<file path="src/rtl/uart_tag_reader_if.sv">
`timescale 1ns/1ps
`default_nettype none
// +------------------------------------------------------------------+
// | uart_tag_reader_if : request/response bundle of the tag reader    |
// | Revision: 1.0                                                     |
// +------------------------------------------------------------------+
interface uart_tag_reader_if #(
  parameter int NBYTES = 4
) ();
  logic                  start;
  logic                  RX;
  logic                  TX;
  logic [8*NBYTES-1:0]   tag;
  logic                  done;
  logic                  err;
  logic                  timeout;
  logic                  busy;

  modport master (
    output start, RX,
    input  TX, tag, done, err, timeout, busy
  );

  modport slave (
    input  start, RX,
    output TX, tag, done, err, timeout, busy
  );
endinterface
`default_nettype wire

</file>
<file path="src/rtl/uart_tag_reader.sv">
`timescale 1ns/1ps
`default_nettype none
// +------------------------------------------------------------------+
// | uart_tag_reader : requests and receives a multi-byte RFID UID     |
// | Revision: 1.0                                                     |
// +------------------------------------------------------------------+
module uart_tag_reader #(
  parameter int DIV           = 102,
  parameter int OVERSAMPLE    = 25,
  parameter int NBYTES        = 4,
  parameter int REQ_TICKS     = 31,
  parameter int TIMEOUT_TICKS = 50000
) (
  input  logic                clk,
  input  logic                RST,
  uart_tag_reader_if.slave    bus
);

  localparam int TAG_W    = 8 * NBYTES;
  localparam int HALF     = OVERSAMPLE / 2;
  localparam int DIV_W    = $clog2(DIV);
  localparam int TCNT_MAX = (REQ_TICKS > OVERSAMPLE) ? REQ_TICKS : OVERSAMPLE;
  localparam int TCNT_W   = $clog2(TCNT_MAX);
  localparam int TO_W     = (TIMEOUT_TICKS > 1) ? $clog2(TIMEOUT_TICKS) : 1;
  localparam int BIDX_W   = (NBYTES > 1) ? $clog2(NBYTES) : 1;

  typedef enum logic [2:0] {
    S_IDLE  = 3'd0,
    S_REQ   = 3'd1,
    S_WAIT  = 3'd2,
    S_START = 3'd3,
    S_DATA  = 3'd4,
    S_STOP  = 3'd5
  } state_t;

  state_t              state_q,    state_d;
  logic [DIV_W-1:0]    div_cnt_q,  div_cnt_d;
  logic                rx_meta_q,  rx_meta_d;
  logic                rx_sync_q,  rx_sync_d;
  logic [TCNT_W-1:0]   tick_cnt_q, tick_cnt_d;
  logic [TO_W-1:0]     to_cnt_q,   to_cnt_d;
  logic [2:0]          bit_cnt_q,  bit_cnt_d;
  logic [BIDX_W-1:0]   byte_idx_q, byte_idx_d;
  logic [7:0]          shift_q,    shift_d;
  logic [TAG_W-1:0]    stage_q,    stage_d;
  logic [TAG_W-1:0]    tag_q,      tag_d;
  logic                tx_q,       tx_d;
  logic                busy_q,     busy_d;
  logic                done_q,     done_d;
  logic                err_q,      err_d;
  logic                timeout_q,  timeout_d;

  logic tick;
  logic end_pulse;

  assign tick      = (div_cnt_q == DIV_W'(DIV - 1));
  // busy has just fallen while an end pulse is up; a start in this cycle is dropped
  assign end_pulse = done_q | err_q | timeout_q;

  always_comb begin
    state_d    = state_q;
    div_cnt_d  = tick ? '0 : div_cnt_q + DIV_W'(1);
    rx_meta_d  = bus.RX;
    rx_sync_d  = rx_meta_q;
    tick_cnt_d = tick_cnt_q;
    to_cnt_d   = to_cnt_q;
    bit_cnt_d  = bit_cnt_q;
    byte_idx_d = byte_idx_q;
    shift_d    = shift_q;
    stage_d    = stage_q;
    tag_d      = tag_q;
    tx_d       = tx_q;
    busy_d     = busy_q;
    done_d     = 1'b0;
    err_d      = 1'b0;
    timeout_d  = 1'b0;

    case (state_q)
      S_IDLE: begin
        if (bus.start && !end_pulse) begin
          state_d    = S_REQ;
          busy_d     = 1'b1;
          tx_d       = 1'b1;
          tick_cnt_d = '0;
        end
      end

      S_REQ: begin
        if (tick) begin
          if (tick_cnt_q == TCNT_W'(REQ_TICKS - 1)) begin
            tx_d       = 1'b0;
            byte_idx_d = '0;
            to_cnt_d   = '0;
            state_d    = S_WAIT;
          end else begin
            tick_cnt_d = tick_cnt_q + TCNT_W'(1);
          end
        end
      end

      S_WAIT: begin
        if (tick) begin
          if (!rx_sync_q) begin
            state_d    = S_START;
            tick_cnt_d = '0;
            bit_cnt_d  = '0;
          end else if (to_cnt_q == TO_W'(TIMEOUT_TICKS - 1)) begin
            timeout_d  = 1'b1;
            busy_d     = 1'b0;
            state_d    = S_IDLE;
          end else begin
            to_cnt_d   = to_cnt_q + TO_W'(1);
          end
        end
      end

      S_START: begin
        if (tick) begin
          if (tick_cnt_q == TCNT_W'(HALF - 1)) begin
            // a high level at mid start bit is a glitch; the timeout keeps running
            tick_cnt_d = '0;
            state_d    = rx_sync_q ? S_WAIT : S_DATA;
          end else begin
            tick_cnt_d = tick_cnt_q + TCNT_W'(1);
          end
        end
      end

      S_DATA: begin
        if (tick) begin
          if (tick_cnt_q == TCNT_W'(OVERSAMPLE - 1)) begin
            tick_cnt_d = '0;
            shift_d    = {rx_sync_q, shift_q[7:1]};
            if (bit_cnt_q == 3'd7) begin
              state_d = S_STOP;
            end else begin
              bit_cnt_d = bit_cnt_q + 3'd1;
            end
          end else begin
            tick_cnt_d = tick_cnt_q + TCNT_W'(1);
          end
        end
      end

      S_STOP: begin
        if (tick) begin
          if (tick_cnt_q == TCNT_W'(OVERSAMPLE - 1)) begin
            tick_cnt_d = '0;
            if (!rx_sync_q) begin
              err_d   = 1'b1;
              busy_d  = 1'b0;
              state_d = S_IDLE;
            end else begin
              // byte 0 lands in the most significant byte lane
              for (int i = 0; i < NBYTES; i++) begin
                if (byte_idx_q == BIDX_W'(i)) begin
                  stage_d[8*(NBYTES-1-i) +: 8] = shift_q;
                end
              end
              if (byte_idx_q == BIDX_W'(NBYTES - 1)) begin
                tag_d   = stage_d;
                done_d  = 1'b1;
                busy_d  = 1'b0;
                state_d = S_IDLE;
              end else begin
                byte_idx_d = byte_idx_q + BIDX_W'(1);
                to_cnt_d   = '0;
                state_d    = S_WAIT;
              end
            end
          end else begin
            tick_cnt_d = tick_cnt_q + TCNT_W'(1);
          end
        end
      end

      default: begin
        state_d = S_IDLE;
        busy_d  = 1'b0;
        tx_d    = 1'b0;
      end
    endcase
  end

  always_ff @(posedge clk) begin
    if (RST) begin
      state_q    <= S_IDLE;
      div_cnt_q  <= '0;
      rx_meta_q  <= 1'b1;
      rx_sync_q  <= 1'b1;
      tick_cnt_q <= '0;
      to_cnt_q   <= '0;
      bit_cnt_q  <= '0;
      byte_idx_q <= '0;
      shift_q    <= '0;
      stage_q    <= '0;
      tag_q      <= '0;
      tx_q       <= 1'b0;
      busy_q     <= 1'b0;
      done_q     <= 1'b0;
      err_q      <= 1'b0;
      timeout_q  <= 1'b0;
    end else begin
      state_q    <= state_d;
      div_cnt_q  <= div_cnt_d;
      rx_meta_q  <= rx_meta_d;
      rx_sync_q  <= rx_sync_d;
      tick_cnt_q <= tick_cnt_d;
      to_cnt_q   <= to_cnt_d;
      bit_cnt_q  <= bit_cnt_d;
      byte_idx_q <= byte_idx_d;
      shift_q    <= shift_d;
      stage_q    <= stage_d;
      tag_q      <= tag_d;
      tx_q       <= tx_d;
      busy_q     <= busy_d;
      done_q     <= done_d;
      err_q      <= err_d;
      timeout_q  <= timeout_d;
    end
  end

  assign bus.TX      = tx_q;
  assign bus.tag     = tag_q;
  assign bus.done    = done_q;
  assign bus.err     = err_q;
  assign bus.timeout = timeout_q;
  assign bus.busy    = busy_q;

endmodule
`default_nettype wire
</file>
<file path="src/flat_wrapper.sv">
// flat-port wrapper written by rule: the top's interface ports become plain ports
module uart_tag_reader_flat 
#(
  parameter int DIV           = 102,
  parameter int OVERSAMPLE    = 25,
  parameter int NBYTES        = 4,
  parameter int REQ_TICKS     = 31,
  parameter int TIMEOUT_TICKS = 50000
)
  (clk, RST, bus_start, bus_RX, bus_TX, bus_tag, bus_done, bus_err, bus_timeout, bus_busy);
  uart_tag_reader_if #(.NBYTES(NBYTES)) bus_i ();
  input  logic clk;
  input  logic RST;
  input wire logic [$bits(bus_i.start)-1:0] bus_start;
  input wire logic [$bits(bus_i.RX)-1:0] bus_RX;
  output wire logic [$bits(bus_i.TX)-1:0] bus_TX;
  output wire logic [$bits(bus_i.tag)-1:0] bus_tag;
  output wire logic [$bits(bus_i.done)-1:0] bus_done;
  output wire logic [$bits(bus_i.err)-1:0] bus_err;
  output wire logic [$bits(bus_i.timeout)-1:0] bus_timeout;
  output wire logic [$bits(bus_i.busy)-1:0] bus_busy;
  assign bus_i.start = bus_start;
  assign bus_i.RX = bus_RX;
  assign bus_TX = bus_i.TX;
  assign bus_tag = bus_i.tag;
  assign bus_done = bus_i.done;
  assign bus_err = bus_i.err;
  assign bus_timeout = bus_i.timeout;
  assign bus_busy = bus_i.busy;
  uart_tag_reader #(.DIV(DIV), .OVERSAMPLE(OVERSAMPLE), .NBYTES(NBYTES), .REQ_TICKS(REQ_TICKS), .TIMEOUT_TICKS(TIMEOUT_TICKS)) u_core (.clk(clk), .RST(RST), .bus(bus_i));
endmodule
</file>
<file path="config.mk">
export PLATFORM = sky130hd
export DESIGN_NAME = uart_tag_reader_flat
export DESIGN_NICKNAME = d
export VERILOG_FILES = /design/src/rtl/uart_tag_reader_if.sv /design/src/rtl/uart_tag_reader.sv /design/src/flat_wrapper.sv
export SDC_FILE = /design/constraint.sdc
export NUM_CORES = 1
export LEC_CHECK = 0
export ABC_CLOCK_PERIOD_IN_PS = 6000
export CORE_AREA = 3 3 110 102
export CTS_CLUSTER_SIZE = 14
export DETAILED_ROUTE_END_ITERATION = 6
export DIE_AREA = 0 0 113 105
export GPL_TIMING_DRIVEN = 0
export PLACE_DENSITY = 0.71
export SLEW_MARGIN = 10
export SYNTH_ARGS = -nofsm -noshare
export SYNTH_HDL_FRONTEND = slang
export SYNTH_SLANG_ARGS = --single-unit
</file>
<file path="constraint.sdc">
create_clock -name clk -period 6 [get_ports clk]
set_input_delay 0.6 -clock clk [delete_from_list [all_inputs] [get_ports clk]]
set_output_delay 0.6 -clock clk [all_outputs]
set_load 0.03 [all_outputs]
</file>
# After elaboration in Yosys (flattened, before gate mapping)
# Cells that the tools add are included.
word_totals:
  regBits: 115
  input_bits: 4
classes:
  add_sub_neg: 5
  n_eq_ne: 36
  mux: 69
  bitwise: 9
  n_reduce_logical: 25
op_table:
  columns: ["operator", "n"]
  rows:
  - ["16-bit 2-to-1 mux", 9]
  - ["3-bit 2-to-1 mux", 20]
  - ["16-bit case mux with 3 select lines", 1]
  - ["5-bit 2-to-1 mux", 9]
  - ["8-bit 2-to-1 mux", 4]
  - ["2-bit by 1-bit inequality test with 1-bit output (second input constant)", 15]
  - ["5-bit case mux with 5 select lines", 1]
  - ["3-bit case mux with 6 select lines", 1]
  - ["16-bit by 1-bit adder with 16-bit output (second input constant)", 1]
  - ["16-bit equality test (second input constant)", 1]
  - ["8-bit AND reduction", 2]
  - ["2-bit 2-to-1 mux", 7]
  - ["1-bit 2-to-1 mux", 13]
  - ["12-bit AND reduction", 1]
  - ["4-bit OR reduction", 3]
  - ["5-bit equality test (second input constant)", 2]
  - ["2-bit inequality test (second input constant)", 5]
  - ["10-bit AND reduction", 1]
  - ["3-bit equality test (second input constant)", 3]
  - ["4-bit AND reduction", 2]
  - ["7-bit by 1-bit adder with 7-bit output (second input constant)", 1]
  - ["7-bit equality test (second input constant)", 1]
  - ["1-bit inverter", 7]
  - ["7-bit AND reduction", 1]
  - ["other kinds (27)", 33]

# Depth between registers and ports, before layout
logic_depth:
  depth_word: 6
  ltp_mapped: 9

# Worst setup path before layout
# OpenSTA, ideal clock, no wires.
synth_timing:
  kind: "flip-flop to flip-flop"
  from: "register u_core.div_cnt_q[0]"
  to: "register u_core.to_cnt_q[15]"
  arrival_time_ps: 2043
  required_time_ps: 5927
  path_slack_ps: 3884
  path_stages_with_launch: 7
  path_buffers: 0
  period_less_slack_ps: 2116
  path_cell_list: "dfxtp_1 > ha_1 > nand2_1 > or3_4 > or4_1 > or4_1 > o211ai_2"
synth_between:
  elab_chain_len: 3
synth_rtl:
  columns: ["element", "line", "text"]
  rows:
  - ["start, declared", "uart_tag_reader.sv:37", "logic [DIV_W-1:0] div_cnt_q, div_cnt_d;"]
  - ["start signal, assigned", "uart_tag_reader.sv:205", "div_cnt_q <= div_cnt_d;"]
  - ["7-bit equality test *", "uart_tag_reader.sv:56", "assign tick = (div_cnt_q == DIV_W'(DIV - 1));"]
  - ["2-bit by 1-bit inequality test with 1-bit output (no source line)", null, null]
  - ["10-bit AND reduction (no source line) *", null, null]
  - ["end signal, assigned", "uart_tag_reader.sv:209", "to_cnt_q <= to_cnt_d;"]
  - ["end, declared", "uart_tag_reader.sv:41", "logic [TO_W-1:0] to_cnt_q, to_cnt_d;"]
# Every way passes the cells marked *; elsewhere a longest branch is shown, timed or not.
# A chain may end at the register's enable or synchronous reset.

# Final worst setup path
layout_timing:
  from: "register u_core.tick_cnt_q[0]"
  to: "register u_core.tag_q[0], in the netlist u_core.bus.tag[0]"
layout_between:
  elab_chain_len: 2
layout_rtl:
  columns: ["element", "line", "text"]
  rows:
  - ["start, declared", "uart_tag_reader.sv:40", "logic [TCNT_W-1:0] tick_cnt_q, tick_cnt_d;"]
  - ["start signal, assigned", "uart_tag_reader.sv:208", "tick_cnt_q <= tick_cnt_d;"]
  - ["5-bit equality test", "uart_tag_reader.sv:147", "if (tick_cnt_q == TCNT_W'(OVERSAMPLE - 1)) begin"]
  - ["5-bit AND reduction (no source line)", null, null]
  - ["end signal, assigned", "uart_tag_reader.sv:214", "tag_q <= tag_d;"]
  - ["end, declared", "uart_tag_reader.sv:46", "logic [TAG_W-1:0] tag_q, tag_d;"]
# Every way passes these cells.

==> impl_metrics.json <==
{
  "postCtsSetupBuffers": 0,
  "cts_tree": "done",
  "synthSimpleGateAreaFrac_pct": 26.9,
  "initial_core_util_pct": 49.4,
  "synthTopCellsByArea": "dfxtp_1 43%, nand2_1 11%, a21oi_1 7.9%",
  "antenna_cells": 0,
  "use_met3_pct": 4.86,
  "r2r-start": "u_core.tick_cnt_q[0]",
  "hold_viol": 0,
  "cp-start-kind": "flip-flop",
  "num_io_pins": 41,
  "crit_path_cell_trace": "inv_1 > ha_1 > nand4b_1 > nor4_2 > and2_0 > clkbuf_1 > buf_2 > nand2_1 > a21oi_1",
  "viasPerCell": 5.64,
  "endpoint": "u_core.bus.tag[0]",
  "synth_compound_area_share_pct": 15.9,
  "r2r_end": "u_core.bus.tag[0]",
  "rsz0062_at_grt": "no",
  "fp-row-count": 35,
  "placedCellCount": 787,
  "crit_type": "reg2reg",
  "port_buffers": 39,
  "synth.distinct_cells": 59,
  "clock_skew_ps": 8.43,
  "grt_use_met2_pct": 32.3,
  "die_w_um": 113,
  "critical_path.top_delay_family": "simple AND/OR/NAND/NOR gates",
  "drt-total-wl_um": 12200,
  "cts_buffers": 9,
  "cp.depth": 9,
  "fillers": 957,
  "fin_crit_ps": 2670,
  "ir_worst_vdd_mv": 0.192,
  "async_flop_share_pct": 0,
  "grt_pass1_wl_um": 20900,
  "critPathMaxStageDelay_ps": 710,
  "crit_path_end_kind": "flip-flop",
  "leakage_nw": 2.02,
  "synth_edf_count": 0,
  "synth_top_family_by_area": "simple AND/OR/NAND/NOR gates",
  "numClockSinks": 107,
  "grt_max_degree": 20,
  "clk_pin_slew_ps": 80,
  "dieArea_mm2": 0.0119,
  "ant_nets": 0,
  "placed_area_mm2": 0.00557,
  "synth_area_per_cell_um2": 8.11,
  "top_usage_layer": "met2",
  "synth_nets": 635,
  "drt-pass1-iter-count": 5,
  "status": "finished, final reports clean",
  "relSlewSlack_pct": 52.7,
  "tightest_slew_ps": 704,
  "synth_top_area_share_pct": 42.7,
  "wl_per_cell_um": 15.2,
  "yosys_warnings": 0,
  "core_area_mm2": 0.0102,
  "clk_latency_ps": 350,
  "rrSetupSlack_ps": 3330,
  "synth_flop_cell": "dfxtp_1",
  "drive_gt1_share_pct": 10.8,
  "final_cell_area_mm2": 0.00587,
  "nets": 685,
  "synth-seq-area-share_pct": 42.7,
  "grtUsageTotal_pct": 21.2,
  "setup_slack_ps": 3330,
  "area_growth_pct": 16.9,
  "cts_buffer_depth": 2,
  "arrival_ps": 2950,
  "worst-path-buf-inv": 3,
  "gp_congestion": 0.885,
  "fmax_ghz": 0.374,
  "cts_root_buf": "clkbuf_16",
  "h-tree-depth": 3,
  "synthesis.area_mm2": 0.00502,
  "worst_path_max_delay_cell": "nor4_2",
  "fin_tns_setup_ps": 0,
  "yosys.area.top_type": "dfxtp_1",
  "dp_slack_ps": 3040,
  "postCtsHoldBufs": 0,
  "synth.most_common_cell": "nand2_1",
  "antenna_found_initial": 0,
  "critPathLaunch": "u_core.tick_cnt_q[0]",
  "hp-class": "reg2reg",
  "synth.area.mux_share_pct": 6.01,
  "grt_pass1_vias": 4364,
  "syn_inst": 619,
  "fin_cells": 803,
  "powerDensity_mw_per_mm2": 256,
  "met1_usage_pct": 29.9,
  "ys_top_cells_by_count": "151 x nand2_1, 107 x dfxtp_1, 79 x a21oi_1",
  "fp.dieH_um": 105,
  "via_count": 4530,
  "drt_iter0_drc": 332,
  "finalMaxSlewViolations": 0,
  "synthAdderAreaFrac_pct": 2.99,
  "final_util_pct": 57.7,
  "cts_resized": 0,
  "setup_viol": 0,
  "synth_xor_area_share_pct": 0.873,
  "worst_ep_required_time_ps": 6280,
  "cap_violations": 0,
  "path_max_fanout": 10,
  "drc": 0,
  "grt-ovfl-total": 0,
  "period_share_pct": 44.5,
  "worstRegToRegCells": 9,
  "dp_hpwl_um": 8780,
  "yosys_register_bits": 107
}
-- worst reg2reg max path, delay by kind of cell (launching register included) --
family,cells,cell delay (ps)
simple gates,4,1330
flops,1,350
compound gates,1,150
fa+ha+maj,1,150
buf+inv,3,610
-- kinds of logic (layout without fill, tap and decap cells) --
kind of cell,Yosys count,after routing
simple gates,278,278
compound gates,132,132
flops,107,107
buf+inv,58,113
mux,27,27
fa+ha+maj,12,12
xor+xnor,5,5
-- worst min-delay path by stage --
stage / slack [ps] / start / endpoint / cells after the start
finish: 440 / u_core.rx_meta_q / u_core.rx_sync_q / 1
global route: 460 / u_core.rx_meta_q / u_core.rx_sync_q / 1
CTS: 440 / u_core.rx_meta_q / u_core.rx_sync_q / 1
detailed placement: 400 / u_core.rx_meta_q / u_core.rx_sync_q / 1
global placement: 400 / u_core.rx_meta_q / u_core.rx_sync_q / 1
floorplan: 390 / u_core.rx_meta_q / u_core.rx_sync_q / 1
-- power breakdown --
part           switching [W]  internal (W)  total, W
clock               0.000281      0.000301  0.000583
combinational       0.000120     0.0000675  0.000187
sequential        0.00000990      0.000722  0.000732
-- metrics by stage --
stage | hold WS (ps) | power, W
final | 437 | 0.00150
after global routing | 455 | 0.00156
after CTS | 437 | 0.00151
after detailed placement | 404 | 0.000928
after global placement | 405 | 0.000923
after floorplan | 389 | 0.000881
-- layer usage --
layer  vias up  wire [um]
met4         0        170
li1       2239          -
met5         -          0
met3        18        777
met1      2140       5800
met2       133       5500
-- layout by cell type, fill, tap and decap left out, types with 4 or more instances in the layout --
master,netlist,final
buf_2,14,14
dfxtp_1,107,107
or2_2,10,10
nor2b_1,6,6
mux2_2,25,25
clkbuf_16,0,9
nor2_1,23,23
ha_1,12,12
clkdlybuf4s50_1,0,39
nand4_1,6,6
or3_1,7,7
xor2_1,4,4
a211o_1,6,6
nand2_1,151,151
o21ai_0,13,13
nand2b_1,11,11
o31ai_1,4,4
and2_1,6,6
o32ai_1,4,4
and3_1,6,6
inv_1,10,10
a21oi_1,79,79
nand3_1,15,15
clkbuf_1,31,31
a311oi_1,5,5
nor3_1,10,10
-- sequential cells by signal, summed over array words and instances (netlist names) --
name                count
u_core.bus.err          1
u_core.to_cnt_q        16
u_core.bus.timeout      1
u_core.bus.done         1
u_core.stage_q         24
u_core.bus.tag         32
u_core.tick_cnt_q       5
u_core.bus.TX           1
u_core.state_q          3
u_core.rx_meta_q        1
u_core.bus.busy         1
u_core.bit_cnt_q        3
u_core.shift_q          8
u_core.byte_idx_q       2
u_core.rx_sync_q        1
u_core.div_cnt_q        7
-- final cells by class --
| type | count | area (um2) | area share (%) |
|---|---|---|---|
| multi-input cells | 454 | 2640 | 45.0 |
| flip-flops and latches | 107 | 2140 | 36.5 |
| repair buffers | 39 | 390 | 6.66 |
| clock buffers | 10 | 239 | 4.07 |
| plain buffers | 48 | 198 | 3.37 |
| well taps | 129 | 161 | 2.75 |
| clock inverters | 6 | 56.3 | 0.960 |
| inverters | 10 | 37.5 | 0.640 |
(Power assumes the default switching activity.)
